### src/rtl/hazard_stall_ctrl.sv
// hazard_stall_ctrl - load-use bubble insertion and multi-cycle mult/div front-end freeze.
// Outputs are decoded combinationally from the IDLE/WAIT state so starts and stalls take effect in the same cycle.
module hazard_stall_ctrl #(
  parameter int MD_TIMEOUT = 64,
  parameter int CNT_W      = 32
) (
  input  logic             clock,
  input  logic             reset,
  input  logic [31:0]      decodeIR,
  input  logic [31:0]      executeIR,
  input  logic             flush,
  input  logic             md_ready,
  output logic             md_start_mult,
  output logic             md_start_div,
  output logic             stall_fd,
  output logic             stall_dx,
  output logic             bubble_dx,
  output logic             bubble_xm,
  output logic             md_result_sel,
  output logic             md_timeout,
  output logic             md_busy,
  output logic [CNT_W-1:0] stall_count
);

  localparam int TCNT_W = ($clog2(MD_TIMEOUT) > 5) ? $clog2(MD_TIMEOUT) : 5;
  localparam logic [TCNT_W-1:0] TCNT_LAST = TCNT_W'(MD_TIMEOUT - 1);

  typedef enum logic {
    IDLE = 1'b0,
    WAIT = 1'b1
  } state_t;

  state_t              state_q, state_d;
  logic [TCNT_W-1:0]   tcnt_q, tcnt_d;
  logic [CNT_W-1:0]    stall_count_q, stall_count_d;

  logic [4:0] d_op, d_rd, d_rs, d_rt;
  logic [4:0] x_op, x_rd, x_alu;
  logic [4:0] src_a, src_b;
  logic       is_mult, is_div, is_md, load_use;
  logic       unused_bits;

  assign unused_bits = ^{decodeIR[11:0], executeIR[21:7], executeIR[1:0]};

  always_comb begin
    d_op    = decodeIR[31:27];
    d_rd    = decodeIR[26:22];
    d_rs    = decodeIR[21:17];
    d_rt    = decodeIR[16:12];
    x_op    = executeIR[31:27];
    x_rd    = executeIR[26:22];
    x_alu   = executeIR[6:2];
    // Branches, jr and sw read rd as a source in place of rt
    if (d_op == 5'b00010 || d_op == 5'b00110 || d_op == 5'b00100 || d_op == 5'b00111) begin
      src_a = d_rd;
      src_b = d_rs;
    end else begin
      src_a = d_rs;
      src_b = d_rt;
    end
    is_mult  = (x_op == 5'b00000) && (x_alu == 5'b00110);
    is_div   = (x_op == 5'b00000) && (x_alu == 5'b00111);
    is_md    = is_mult || is_div;
    load_use = (x_op == 5'b01000) && (x_rd != 5'd0) && ((x_rd == src_a) || (x_rd == src_b));
  end

  always_comb begin
    state_d       = state_q;
    tcnt_d        = tcnt_q;
    md_start_mult = 1'b0;
    md_start_div  = 1'b0;
    stall_fd      = 1'b0;
    stall_dx      = 1'b0;
    bubble_dx     = 1'b0;
    bubble_xm     = 1'b0;
    md_result_sel = 1'b0;
    md_timeout    = 1'b0;
    md_busy       = 1'b0;
    if (!reset) begin
      case (state_q)
        IDLE: begin
          if (flush) begin
            state_d = IDLE;
          end else if (is_md) begin
            md_start_mult = is_mult;
            md_start_div  = is_div;
            stall_fd      = 1'b1;
            stall_dx      = 1'b1;
            bubble_xm     = 1'b1;
            state_d       = WAIT;
            tcnt_d        = '0;
          end else if (load_use) begin
            stall_fd  = 1'b1;
            bubble_dx = 1'b1;
          end
        end
        WAIT: begin
          md_busy = 1'b1;
          if (md_ready) begin
            md_result_sel = 1'b1;
            state_d       = IDLE;
            tcnt_d        = '0;
          end else if (tcnt_q == TCNT_LAST) begin
            // Abandon the operation: the mult/div leaves execute as a nop
            md_timeout = 1'b1;
            bubble_xm  = 1'b1;
            state_d    = IDLE;
            tcnt_d     = '0;
          end else begin
            stall_fd  = 1'b1;
            stall_dx  = 1'b1;
            bubble_xm = 1'b1;
            tcnt_d    = tcnt_q + TCNT_W'(1);
          end
        end
        default: state_d = IDLE;
      endcase
    end
    stall_count_d = stall_count_q;
    if (stall_fd && (stall_count_q != {CNT_W{1'b1}})) begin
      stall_count_d = stall_count_q + CNT_W'(1);
    end
  end

  always_ff @(posedge clock or posedge reset) begin
    if (reset) begin
      state_q       <= IDLE;
      tcnt_q        <= '0;
      stall_count_q <= '0;
    end else begin
      state_q       <= state_d;
      tcnt_q        <= tcnt_d;
      stall_count_q <= stall_count_d;
    end
  end

  assign stall_count = stall_count_q;

endmodule

### config.mk
export PLATFORM = sky130hd
export DESIGN_NAME = hazard_stall_ctrl
export DESIGN_NICKNAME = d
export VERILOG_FILES = /design/src/rtl/hazard_stall_ctrl.sv
export SDC_FILE = /design/constraint.sdc
export NUM_CORES = 1
export LEC_CHECK = 0
export CORE_MARGIN = 5
export CORE_UTILIZATION = 42
export CTS_CLUSTER_DIAMETER = 200
export DETAILED_ROUTE_END_ITERATION = 16
export GPL_ROUTABILITY_DRIVEN = 0
export PLACE_DENSITY = 0.86
export SYNTH_ARGS = -nofsm -noshare
export SYNTH_HDL_FRONTEND = slang
export SYNTH_SLANG_ARGS = --single-unit
### constraint.sdc
create_clock -name clock -period 3.37 [get_ports clock]
set_clock_uncertainty 0.05 [all_clocks]
set_input_delay 0.8425 -clock clock [delete_from_list [all_inputs] [get_ports clock]]
set_output_delay 0.8425 -clock clock [all_outputs]
set_load 0.05 [all_outputs]
==> results_dict.tcl <==
set metrics [dict create \
    finalSetupViolCount 1 \
    cts_sinks 39 \
    initial_core_util_pct 43.9 \
    failed_checks "negative setup slack" \
    hold_viol_final 0 \
    criticalPathCategory "in -> out" \
    dr_total_vias 2614 \
    grt_antenna_before_repair 0 \
    yosys_warnings 0 \
    postSynthAreaPerCell_um2 9.04 \
    hp-start "stall_count[27]" \
    hold_path_end "stall_count[27]" \
    path_max_fanout 3 \
    async_flop_share_pct 100 \
    synth_cells 272 \
    place_inst 447 \
    synth-edff-count 0 \
    vdd_drop_max_mv 0.324 \
    cts-root-buf "clkbuf_8" \
    cap_violations 0 \
    cts_tree "built" \
    crit_path_start_kind "input port" \
    r2r-end "stall_count[1]" \
    clk_pin_slew_ps 80 \
    maxSlewViolCount 0 \
    nets 463 \
    r2r-start "stall_count[7]" \
    cts_max_level 2 \
    synth-main-ff-cell "dfrtp_1" \
    hold_buffers 0 \
    min_path_cells 1 \
    grt_usage_pct 19.8 \
    synth_cell_types 55 \
    synth_top_area_share_pct 39.7 \
    die-width_um 86.5 \
    final_cell_mix "41 x clkdlybuf4s50_1, 39 x dfrtp_1, 37 x buf_4" \
    wl_per_cell_um 17.0 \
    die_y_um 86.5 \
    gr-total-overflow 0 \
    synth.area.top_cells "dfrtp_1 40%, xor2_1 11%, xnor2_1 5.0%" \
    startpoint "decodeIR[21]" \
    r2r_slack_ps 220 \
    drcViolationCount 0 \
    timing.hold.ws_ps 436 \
    fin_crit_sh_pct 100 \
    fmax_mhz 297 \
    power_density_nw_per_um2 245 \
    cts_buffers 5 \
    required_ps 2480 \
    fillers 403 \
    grt_start_max_net_pins 38 \
    drt_iter0_drc 181 \
    synth_area_leader_cell "dfrtp_1" \
    syn-num-nets 342 \
    clock_latency_ps 290 \
    cp.arrival_ps 2480 \
    worst-slew-pin-transition_ps 542 \
    antenna_cells 0 \
    end_kind "output port" \
    die_area_um2 7490 \
    drt-vias-per-instance 5.61 \
    grt_pass1_wl_mm 11.9 \
    syn_area_um2 2460 \
    setup_ws_ps -1.85 \
    rsz0062_at_grt "true" \
    ioPinCount 109 \
    dp_hpwl_mm 5.31 \
    synth-seq-area-share_pct 39.7 \
    final_cells 466 \
    syn_to_final_growth_pct 66.3 \
    period_minus_slack_ps 3370 \
    io_buffer_count 79 \
    cts_buffer_depth 2 \
    leakage_nw 1.92 \
    worstRegToRegCells 8 \
    ant_nets 0 \
    grt_pass1_vias 2519 \
    wl_mm 7.91 \
    hold_class "reg -> reg" \
    final_common_cell "clkdlybuf4s50_1" \
    slew-limit-headroom_pct 63.8 \
    ys_seq_elements 39 \
    rows 27 \
    status "finished with violations" \
    core_area_um2 5610 \
    firstDrtPassIters 5 \
    drive_gt1_share_pct 29.2 \
]
[cells in the mapped netlist (6+ instances only)]
library cell / number
nand2b_1: 6
nor4_1: 9
dfrtp_1: 39
nand3_1: 22
o21ai_0: 10
xor2_1: 31
nand2_1: 23
nor2_1: 23
xnor2_1: 14
and3_1: 6
nor3_1: 11
a21oi_1: 6
[flip-flops by register name, summed over array words and instances (netlist names)]
signal	cells
stall_count	32
tcnt_q	6
state_q	1
[routing by layer]
layer / track usage [%] / wire [um] / share of wire [%] / vias to the layer above
li1: - / - / - / 1214
met1: 26.4 / 3330 / 42 / 1289
met2: 33.2 / 4010 / 51 / 90
met3: 3.33 / 388 / 4.9 / 21
met4: 5.38 / 173 / 2.2 / 0
met5: 0 / 0 / 0 / -
[worst max-delay path, cell delays in order]
cell	delay [ps]
clkdlybuf4s15_1	270
nand4b_1	170
mux2i_1	100
nor4_1	270
nand4b_1	220
o32ai_2	280
or2_4	200
buf_12	130
[where the power goes]
group / total, mW / switching [mW] / internal [mW] / leakage (nW)
registers: 0.472 / 0.00259 / 0.469 / 0.540
clock network: 0.353 / 0.167 / 0.186 / 0.0505
logic: 0.179 / 0.0849 / 0.0937 / 1.33
[worst max-delay path by stage]
stage | slack, ps | cells past startpoint | endpoint
finish | -2 | 8 | stall_fd
global route | -130 | 9 | stall_fd
CTS | 0.07 | 7 | stall_fd
detailed placement | -450 | 8 | stall_fd
global placement | -420 | 7 | stall_fd
floorplan | -90 | 7 | bubble_dx
[cell families (layout without fill, tap and decap cells)]
logic type	Yosys count	in the layout	share of synthesized area, %
AND/OR/NAND/NOR	128	128	27.5
XOR/XNOR	45	45	16.0
AO/OA/AOI/OAI	40	40	11.2
flip-flops	39	39	39.7
buffers and inverters	15	137	3.31
multiplexers	3	3	1.27
adder cells (fa/ha/maj)	2	2	1.02
[area by class of cell]
cell class                 count  area, um2  share of cell area (%)
clock inverter                 1       7.51                   0.183
inverter                       5       18.8                   0.459
multi-input combinational    218       1650                    40.3
sequential                    39        976                    23.9
tap                           72       90.1                    2.20
clock buffer                   7       96.3                    2.35
timing repair buffer         124       1250                    30.7
[through the flow]
stage / cell area (um2) / setup TNS, ps / total power, mW / setup WS, ps / utilization, %
floorplan: 2480 / -94.1 / 0.547 / -94.1 / -
global placement: 3660 / -2560 / 0.632 / -422 / 65.3
detailed placement: 3660 / -3870 / 0.636 / -445 / 65.3
CTS: 3930 / 0 / 0.997 / 0.0695 / 70.1
global route: 4090 / -309 / 1.04 / -132 / 73.0
finish: 4090 / -1.85 / 1.00 / -1.85 / 73.0
[repair_timing]
| item | in CTS | in global routing |
|---|---|---|
| endpoints found under the setup margin | 3 | 30 |
| resized for setup | 90 | 34 |
| buffers inserted | 9 | 1 |
| cloned | 0 | 2 |
| pin swaps | 25 | 14 |
Note: power is estimated with default switching activity, not from simulation.
